### src/rtl/fetch_decode_stage_pkg.sv
// Shared widths, opcode constants and the registered decode slot for fetch_decode_stage.
package fetch_decode_stage_pkg;

  localparam int WORD      = 64;
  localparam int INSTR_LEN = 32;

  localparam logic [10:0] OP_ADD  = 11'b10001011000;
  localparam logic [10:0] OP_SUB  = 11'b11001011000;
  localparam logic [10:0] OP_AND  = 11'b10001010000;
  localparam logic [10:0] OP_ORR  = 11'b10101010000;
  localparam logic [10:0] OP_LDUR = 11'b11111000010;
  localparam logic [10:0] OP_STUR = 11'b11111000000;
  localparam logic [7:0]  OP_CBZ_PFX = 8'b10110100;
  localparam logic [5:0]  OP_B_PFX   = 6'b000101;

  localparam logic [1:0] ALU_ADDR   = 2'b00;
  localparam logic [1:0] ALU_PASS_B = 2'b01;
  localparam logic [1:0] ALU_RTYPE  = 2'b10;

  localparam logic [4:0] XZR = 5'd31;

  typedef struct packed {
    logic reg_write;
    logic mem_read;
    logic mem_write;
    logic mem_to_reg;
    logic alu_src;
    logic branch;
    logic uncond_branch;
  } ctrl_t;

  // One pipeline slot; an all-zero slot is the bubble.
  typedef struct packed {
    logic [WORD-1:0] rd1;
    logic [WORD-1:0] rd2;
    logic [WORD-1:0] imm;
    logic [WORD-1:0] pc;
    logic [4:0]      rd;
    ctrl_t           ctrl;
    logic [1:0]      alu_op;
    logic            valid;
    logic            illegal;
  } slot_t;

endpackage

### src/rtl/fetch_decode_stage_reg_file.sv
// 31 x 64-bit register file (X31 reads as zero), two async reads, one sync write.
// Define DECODE_WB_BYPASS_EN to forward a same-cycle write onto the read ports.
module reg_file
  import fetch_decode_stage_pkg::*;
(
  input  logic            clk,
  input  logic            reset,
  input  logic [4:0]      ra1_i,
  input  logic [4:0]      ra2_i,
  output logic [WORD-1:0] rd1_o,
  output logic [WORD-1:0] rd2_o,
  input  logic            we_i,
  input  logic [4:0]      wa_i,
  input  logic [WORD-1:0] wd_i
);

  logic [WORD-1:0] regs_q [0:30];

  always_ff @(posedge clk or negedge reset) begin
    if (!reset) begin
      for (int i = 0; i < 31; i++) regs_q[i] <= '0;
    end else if (we_i && (wa_i != XZR)) begin
      regs_q[wa_i] <= wd_i;
    end
  end

  logic [WORD-1:0] arr1, arr2;
  assign arr1 = (ra1_i == XZR) ? '0 : regs_q[ra1_i];
  assign arr2 = (ra2_i == XZR) ? '0 : regs_q[ra2_i];

`ifdef DECODE_WB_BYPASS_EN
  assign rd1_o = (we_i && (wa_i == ra1_i) && (ra1_i != XZR)) ? wd_i : arr1;
  assign rd2_o = (we_i && (wa_i == ra2_i) && (ra2_i != XZR)) ? wd_i : arr2;
`else
  assign rd1_o = arr1;
  assign rd2_o = arr2;
`endif

endmodule

### src/rtl/fetch_decode_stage.sv
// Fetch/decode pipeline register: decodes one LEGv8 instruction, reads operands, registers the slot.
// Writeback bypass onto the operand reads is enabled with DECODE_WB_BYPASS_EN.
module fetch_decode_stage
  import fetch_decode_stage_pkg::*;
(
  input  logic                 clk,
  input  logic                 reset,
  input  logic [INSTR_LEN-1:0] instruction,
  input  logic [WORD-1:0]      pc_in,
  input  logic                 in_valid,
  input  logic                 stall,
  input  logic                 flush,
  input  logic                 wb_en,
  input  logic [4:0]           wb_addr,
  input  logic [WORD-1:0]      wb_data,
  output logic [WORD-1:0]      read_data1,
  output logic [WORD-1:0]      read_data2,
  output logic [WORD-1:0]      sign_imm,
  output logic [WORD-1:0]      pc_out,
  output logic [4:0]           rd,
  output logic                 reg_write,
  output logic                 mem_read,
  output logic                 mem_write,
  output logic                 mem_to_reg,
  output logic                 alu_src,
  output logic                 branch,
  output logic                 uncond_branch,
  output logic [1:0]           alu_op,
  output logic                 out_valid,
  output logic                 illegal
);

  logic [10:0]     opcode;
  logic            is_r, is_ld, is_st, is_cbz, is_b;
  logic [4:0]      ra2;
  logic [WORD-1:0] rf_rd1, rf_rd2;
  slot_t           slot_d, slot_q;

  assign opcode = instruction[31:21];
  assign is_r   = opcode inside {OP_ADD, OP_SUB, OP_AND, OP_ORR};
  assign is_ld  = (opcode == OP_LDUR);
  assign is_st  = (opcode == OP_STUR);
  assign is_cbz = (instruction[31:24] == OP_CBZ_PFX);
  assign is_b   = (instruction[31:26] == OP_B_PFX);

  // STUR and CBZ read the Rt field on port 2 (store data / compare value).
  assign ra2 = (is_st || is_cbz) ? instruction[4:0] : instruction[20:16];

  reg_file u_reg_file (
    .clk   (clk),
    .reset (reset),
    .ra1_i (instruction[9:5]),
    .ra2_i (ra2),
    .rd1_o (rf_rd1),
    .rd2_o (rf_rd2),
    .we_i  (wb_en),
    .wa_i  (wb_addr),
    .wd_i  (wb_data)
  );

  always_comb begin
    slot_d       = '0;
    slot_d.valid = 1'b1;
    slot_d.pc    = pc_in;
    slot_d.rd    = instruction[4:0];
    slot_d.rd1   = rf_rd1;
    slot_d.rd2   = rf_rd2;
    if (is_r) begin
      slot_d.ctrl.reg_write = 1'b1;
      slot_d.alu_op         = ALU_RTYPE;
    end else if (is_ld) begin
      slot_d.ctrl.reg_write  = 1'b1;
      slot_d.ctrl.mem_read   = 1'b1;
      slot_d.ctrl.mem_to_reg = 1'b1;
      slot_d.ctrl.alu_src    = 1'b1;
      slot_d.alu_op          = ALU_ADDR;
      slot_d.imm             = {{(WORD-9){instruction[20]}}, instruction[20:12]};
    end else if (is_st) begin
      slot_d.ctrl.mem_write = 1'b1;
      slot_d.ctrl.alu_src   = 1'b1;
      slot_d.alu_op         = ALU_ADDR;
      slot_d.imm            = {{(WORD-9){instruction[20]}}, instruction[20:12]};
    end else if (is_cbz) begin
      slot_d.ctrl.branch = 1'b1;
      slot_d.alu_op      = ALU_PASS_B;
      slot_d.imm         = {{(WORD-19){instruction[23]}}, instruction[23:5]};
    end else if (is_b) begin
      slot_d.ctrl.uncond_branch = 1'b1;
      slot_d.imm                = {{(WORD-26){instruction[25]}}, instruction[25:0]};
    end else begin
      slot_d.illegal = 1'b1;
    end
  end

  // Flush beats stall; a bubble is the all-zero slot.
  always_ff @(posedge clk or negedge reset) begin
    if (!reset) begin
      slot_q <= '0;
    end else if (flush) begin
      slot_q <= '0;
    end else if (!stall) begin
      slot_q <= in_valid ? slot_d : '0;
    end
  end

  assign read_data1    = slot_q.rd1;
  assign read_data2    = slot_q.rd2;
  assign sign_imm      = slot_q.imm;
  assign pc_out        = slot_q.pc;
  assign rd            = slot_q.rd;
  assign reg_write     = slot_q.ctrl.reg_write;
  assign mem_read      = slot_q.ctrl.mem_read;
  assign mem_write     = slot_q.ctrl.mem_write;
  assign mem_to_reg    = slot_q.ctrl.mem_to_reg;
  assign alu_src       = slot_q.ctrl.alu_src;
  assign branch        = slot_q.ctrl.branch;
  assign uncond_branch = slot_q.ctrl.uncond_branch;
  assign alu_op        = slot_q.alu_op;
  assign out_valid     = slot_q.valid;
  assign illegal       = slot_q.illegal;

endmodule
### config.mk
export PLATFORM = sky130hd
export DESIGN_NAME = fetch_decode_stage
export DESIGN_NICKNAME = d
export VERILOG_FILES = /design/src/rtl/fetch_decode_stage_pkg.sv /design/src/rtl/fetch_decode_stage_reg_file.sv /design/src/rtl/fetch_decode_stage.sv
export SDC_FILE = /design/constraint.sdc
export NUM_CORES = 2
export LEC_CHECK = 0
export BUFFER_PORTS_ARGS = -buffer_cell sky130_fd_sc_hd__buf_2
export CORE_AREA = 5 5 631 633
export CTS_CLUSTER_DIAMETER = 30
export DETAILED_ROUTE_END_ITERATION = 7
export DIE_AREA = 0 0 636 638
export GPL_TIMING_DRIVEN = 1
export PLACE_DENSITY = 0.43
export RECOVER_POWER = 50
export SYNTH_ARGS = -nofsm -noshare
export SYNTH_HDL_FRONTEND = slang
export SYNTH_HIERARCHICAL = 1
export SYNTH_SLANG_ARGS = --single-unit
### constraint.sdc
create_clock -name clk -period 1.5 [get_ports clk]
set_clock_uncertainty 0.05 [all_clocks]
set_input_delay 0.075 -clock clk [delete_from_list [all_inputs] [get_ports clk]]
set_output_delay 0.075 -clock clk [all_outputs]
set_load 0.01 [all_outputs]
# ---- Yosys cells after proc, flatten, opt, wreduce, memory -nomap -nowiden
# Index checks and enable logic that the tools add are counted.
dict set report word_totals {
  reg_bits 2256
  latch_bits 0
  ramBits 0
  n_memories 0
  output_inout_bits 272
  romBits 0
  wordCells 110
  inputBits 171
}
dict set report op_classes {
  n_eq_ne 12
  n_reduce_logical 4
  muxes 41
  n_mul 0
  n_addsub 0
  order_cmp 4
  div 0
  n_bitwise 3
  shift 0
}
# op n
set op_table {}
lappend op_table {{$bwmux W1984} 1}
lappend op_table {{$mux W272} 3}
lappend op_table {{$mux W64} 12}
lappend op_table {{$bmux W64 S5} 2}
lappend op_table {{$demux W64 S5} 1}
lappend op_table {{$eq A11 B11 Y1 const B} 6}
lappend op_table {{$ge A6 B6 Y1 const B} 3}
lappend op_table {{$not A5 Y6} 3}
lappend op_table {{$mux W1} 16}
lappend op_table {{$eq A5 B5 Y1 const B} 2}
lappend op_table {{$eq A8 B8 Y1 const B} 1}
lappend op_table {{$mux W2} 4}
lappend op_table {{$eq A6 B3 Y1 const B} 1}
lappend op_table {{$lt A6 B1 Y1 const B} 1}
lappend op_table {{$mux W6} 1}
lappend op_table {{$mux W5} 1}
lappend op_table {{$ne A5 B5 Y1 const B} 1}
lappend op_table {{$reduce_bool A4 Y1} 1}
lappend op_table {{$logic_and A1 B1 Y1} 2}
lappend op_table {{$ne A2 B1 Y1 const B} 1}
lappend op_table {{$logic_or A1 B1 Y1} 1}

# ---- Longest topological paths before layout
dict set report logic_depth {
  depth_word 11
  depth_mapped 15
  ltp_nobuf 10
}

# ---- Modules after synthesis
# Netlist, hierarchy kept.
# mod instances cells_per_inst seq_area_each_um2 area_per_inst_um2
set modules_own_cells {}
lappend modules_own_cells {reg_file 1 7804 49647.6 107859.7}
lappend modules_own_cells {fetch_decode_stage 1 687 5805.6 9178.8}

# ---- Worst setup path before layout
# No wires, ideal clock.
dict set report synth_path {
  path_kind {input -> register}
  startpoint {in instruction[25]}
  endpoint {reg slot_q (netlist bit read_data2[6])}
  path_buffers 4
  t_arrival_ps 2761
  path_stages 13
  setup_ps 121
  path_slack_ps -1432
  t_required_ps 1329
  cell_sequence {or4bb_1 clkbuf_1 a21o_4 mux2_2 buf_2 buf_2 buf_4 mux4_2 nand2_1 nand2_1 a32oi_1 o211ai_1 a22o_1}
}
dict set report synth_between {
  elab_chain_cells 11
  elab_cells_between_ends 13
  cone_classes {eq/ne: 3; mux: 8; bitwise: 1; reduce/logical: 1}
}
# element line_no
set synth_lines {}
lappend synth_lines {{from (decl)} fetch_decode_stage.sv:8} ;# input logic [INSTR_LEN-1:0] instruction,
lappend synth_lines {{$eq A11 B11 Y1 / $eq A8 B8 Y1 (equally long branches)} {fetch_decode_stage.sv:42, fetch_decode_stage.sv:43}}
lappend synth_lines {{$logic_or A1 B1 Y1 (*)} fetch_decode_stage.sv:47} ;# assign ra2 = (is_st || is_cbz) ? instruction[4:0] : instruction[20:16];
lappend synth_lines {{$mux W5 (*)} fetch_decode_stage.sv:47}
lappend synth_lines {{via ra2[0]} fetch_decode_stage.sv:35} ;# logic [4:0] ra2;
lappend synth_lines {{$not A5 Y6 (implied by the code)} fetch_decode_stage_reg_file.sv:29} ;# assign arr2 = (ra2_i == XZR) ? '0 : regs_q[ra2_i];
lappend synth_lines {{$bmux W64 S5} fetch_decode_stage_reg_file.sv:29}
lappend synth_lines {{$mux W64 (implied by the code) (2 in a row)} fetch_decode_stage_reg_file.sv:29}
lappend synth_lines {{$mux W64 (*)} fetch_decode_stage_reg_file.sv:29}
lappend synth_lines {{via rf_rd2[6]} fetch_decode_stage.sv:36} ;# logic [WORD-1:0] rf_rd1, rf_rd2;
lappend synth_lines {{$mux W272 (*)} fetch_decode_stage.sv:102} ;# slot_q <= in_valid ? slot_d : '0;
lappend synth_lines {{$mux W272 (*)} fetch_decode_stage.sv:101} ;# end else if (!stall) begin
lappend synth_lines {{$mux W272 (*)} fetch_decode_stage.sv:99} ;# end else if (flush) begin
lappend synth_lines {{to (signal assigned)} fetch_decode_stage.sv:102}
lappend synth_lines {{to (decl)} fetch_decode_stage.sv:37} ;# slot_t slot_d, slot_q;
# Mark *: on every way through the listed nets, which the timed path passes. The rest lies on a longest branch. The select of a mux whose other input is x is not followed.
# A chain may end at the register's enable or synchronous reset.

# ---- Worst setup path after layout
dict set report layout_path {
  startpoint {in instruction[27]}
  endpoint {reg slot_q (netlist bit read_data2[27])}
}
# The elaborated chain is that of the path after synthesis.

==> summary.md <==
| Metric | Value |
|---|---|
| Fraction of registers with async set or reset after synthesis | 1.00 |
| Top Ports | 443 |
| Via count | between 90000 and 100k |
| Pleak | between 0.07 and 0.08 uW |
| Crit end category | flip-flop |
| Die W | 636 um |
| TritonCTS Buffers | roughly 650 |
| Critical Path Max Stage Delay | ~0.54 ns |
| Die footprint | 406000 um^2 |
| Port bufs | about 440 |
| Slew headroom | 0.217 |
| Vias/cell | ~5.4 |
| Critical path arrival | 3.17 ns |
| Antenna violations before repair | 48 |
| Yosys reg bits | ~2200 |
| WP data required | 2.36 ns |
| TritonCTS clock tree | done |
| Pre-CTS setup slack | -2.06 ns |
| Total power | approximately 270000 uW |
| Synthesized instance count | roughly 8500 |
| CP bufs+invs | 3 |
| Crit path max fanout | 7 |
| Antenna Nets Post-Route | 0 |
| Area growth, synth to finish | 49.6% |
| Gr ovfl total | 0 |
| Mapped Area | ~120000 um^2 |
| Number of synthesized flops with an enable pin | 0 |
| Inst Count DP | between 15000 and 20000 |
| GP Congestion | about 0.85 |
| Routed WL per cell | approximately 31 um |
| Power density cells | 1540 nW/um^2 |
| Share of cells above drive strength 1 | 0.582 |
| CP max-delay cell | or4bb_4 |
| Core Footprint | ~400000 um^2 |
| Commonest non-fill, non-tap cell in the layout | dfrtp_1 |
| Commonest non-fill, non-tap cells in the layout | dfrtp_1 (2190), mux2_2 (1888), buf_4 (1436) |
| Cell row count | 230 |
| Clk Latency, worst-skew pair | roughly 1.1 ns |
| Layout fillers | roughly 35000 |
| Flop pwr share | 0.291 |
| Sw frac | 0.260 |
| DP Wirelength | 341000 um |
| Fin. Hold Viols | 0 |
| Most frequent CP cell | buf_6 |
| Syn avg cell area | approximately 14 um^2 |
| Mapped Nets | approximately 8700 |
| Comb pwr share | 0.173 |
| Setup TNS | -567.81 ns |
| Max Buffers Root-to-Sink | 4 |
| Tmin final | around 2.3 ns |
| Clk sinks | 2216 |
| Clk pin slew, worst setup/hold paths | about 0.040 ns |
| Fmax achieved | roughly 0.43 GHz |
| Largest net degree at the start of global routing | around 100 |
| Worst Setup Start Kind | input port |
| Total GRT Usage | 0.252 |
| Max Cap Violations | 0 |
| H-tree Lvls | 6 |
| Starting Density | 0.299 |
| Vias in the first global route | 97900 |
| FF/Latch Area | 55500 um^2 |
| Initial DRC count | approximately 6700 |
| First-pass GRT wire length | approximately 750000 um |
| Critical path type | in2reg |
| Psw | 70200 uW |
| Int Power | roughly 200000 uW |
| NumNets Final | 11300 |
| Worst Hold Class | in2reg |
| RSZ-0062 raised after global routing | true |
| Cell variety after synth | 71 |
| Top FF cell, synth | dfrtp_1 |
| WL final | 528000 um |
| Slew Viols, Final | 0 |
| Clk network pwr share | 0.536 |
| Post-Layout Cell Count | 16900 |
| Failing checks | negative setup slack |
| YS warnings | 6 |
| Status | complete, but fails checks |
| DRC violation count after routing | 0 |
| Peak VDD IR | around 1300 uV |
| Drt pass-1 iters | 6 |
| Final Hold Slack | 0.00406 ns |
| Die Span Y | approximately 640 um |
| Post-synthesis sequential area ratio | 0.474 |
| Setup Viol. Count Final | just over 3000 |
| Post-route clock period utilization | 1.54 |
| Footprint of the multi-input gates | 60100 um^2 |
| CP Cell Sequence | buf_6, or4bb_4, a21o_4, mux2_8, buf_6, buf_6, mux4_2, nand2_1, nand2_1, a32oi_2, o211ai_1, a22o_1 |
| Largest delay share family, worst path | compound AO/OA/AOI/OAI gates |
| Post-route worst setup slack | -0.813 ns |
| CTS Root Cell | clkbuf_16 |
| Worst Max-Slew Pin Slew | 1.17 ns |
-- state kept, by name, indices dropped and copies added (netlist names), 2 cells and up --
name,count
alu_op,2
sign_imm,26
read_data1,64
rd,5
u_reg_file/regs_q,1984
pc_out,64
read_data2,64
-- layer usage --
metal | part of all wire | track usage | vias to the layer above | wire, um
met5 | 0.000049 | 0 | - | 26
met4 | 0.038 | 0.0811 | 4 | 19900
met3 | 0.056 | 0.0435 | 957 | 29700
met2 | 0.47 | 0.413 | 3327 | 249000
met1 | 0.43 | 0.339 | 49000 | 230000
li1 | - | - | 38000 | -
-- worst register-to-register path: stages, from the launching register on --
cell	delay [ns]
dfrtp_1	0.39
mux4_2	0.47
mux2i_2	0.27
a32o_1	0.19
a31oi_1	0.05
buf_4	0.19
a22o_1	0.20
-- cells in the mapped netlist, types with 5 or more instances --
| master | n | area [um^2] |
|---|---|---|
| a211oi_1 | 124 | 931 |
| a21o_1 | 127 | 953 |
| a21oi_1 | 204 | 1020 |
| a221o_2 | 5 | 56.3 |
| a221oi_1 | 59 | 517 |
| a22o_1 | 199 | 1740 |
| a22oi_1 | 64 | 480 |
| a31oi_1 | 18 | 113 |
| a32o_1 | 19 | 190 |
| a32oi_1 | 42 | 368 |
| buf_1 | 33 | 124 |
| buf_2 | 299 | 1500 |
| buf_4 | 144 | 1080 |
| buf_6 | 42 | 473 |
| buf_8 | 8 | 120 |
| clkbuf_1 | 399 | 1500 |
| dfrtp_1 | 2216 | 55500 |
| mux2_1 | 154 | 1730 |
| mux2_2 | 2068 | 23300 |
| mux2i_1 | 479 | 4790 |
| mux4_2 | 598 | 13500 |
| nand2_1 | 343 | 1290 |
| nand3b_1 | 6 | 45.0 |
| nor2_1 | 80 | 300 |
| nor2_2 | 7 | 43.8 |
| nor2b_1 | 130 | 813 |
| nor4_2 | 5 | 62.6 |
| o2111a_1 | 59 | 664 |
| o211ai_1 | 80 | 601 |
| o21ai_0 | 142 | 711 |
| o22a_1 | 59 | 517 |
| o22ai_1 | 70 | 438 |
| o31ai_1 | 82 | 616 |
| or2_1 | 61 | 382 |
-- metrics by stage --
stage	area [um^2]	utilization
4_1_cts	174000	0.445
3_3_place_gp	142000	0.363
5_1_grt	175000	0.447
6_report	175000	0.447
2_1_floorplan	118000	-
3_5_place_dp	142000	0.363
-- final timing paths --
kind                                         startpoint  cells past startpoint                 endpoint  slack (ns)
worst max-delay path                    instruction[27]                     12           read_data2[27]       -0.81
worst min-delay path                           in_valid                      6             sign_imm[21]       0.004
worst max register to register  u_reg_file/regs_q[1437]                      6           read_data2[29]       -0.45
worst min register to register                out_valid                      1                out_valid        0.42
max in group asynchronous                         reset                      7  u_reg_file/regs_q[1742]       -0.63
min in group asynchronous                         reset                      6  u_reg_file/regs_q[1744]        0.64
-- kinds of logic after synthesis --
family,synth area share
AOI/OAI and AO/OA,0.0860
buffers and inverters,0.0411
DFF,0.474
muxes,0.370
and+or+nand+nor,0.0293
-- power groups by stage --
stage               clock network [uW]  registers [uW]  logic (uW)
global placement                     0           78300       41800
global route                    150000           79700       49700
finish                          145000           78600       46700
detailed placement                   0           78900       42600
CTS                             147000           78200       45900
floorplan                            0           76600       25400
-- timing repair --
action / in CTS / in global routing
cloned: 15 / 10
setup endpoints to repair: 400 / 2266
buffers inserted: 181 / 59
resized for setup: 679 / 278
hold buffers: 366 / 16
pin swaps: 282 / 177
endpoints found under the hold margin: 4432 / 295
-- cell type report --
type / instances / share of cell area
Inverter: 3 / 0.000136
Antenna cell: 26 / 0.000372
Multi-Input combinational cell: 5346 / 0.344
Clock buffer: 902 / 0.107
Clock inverter: 297 / 0.0265
Sequential cell: 2216 / 0.317
Timing Repair Buffer: 2913 / 0.168
Tap cell: 5220 / 0.0373
Power figures use the tool's default switching activity.
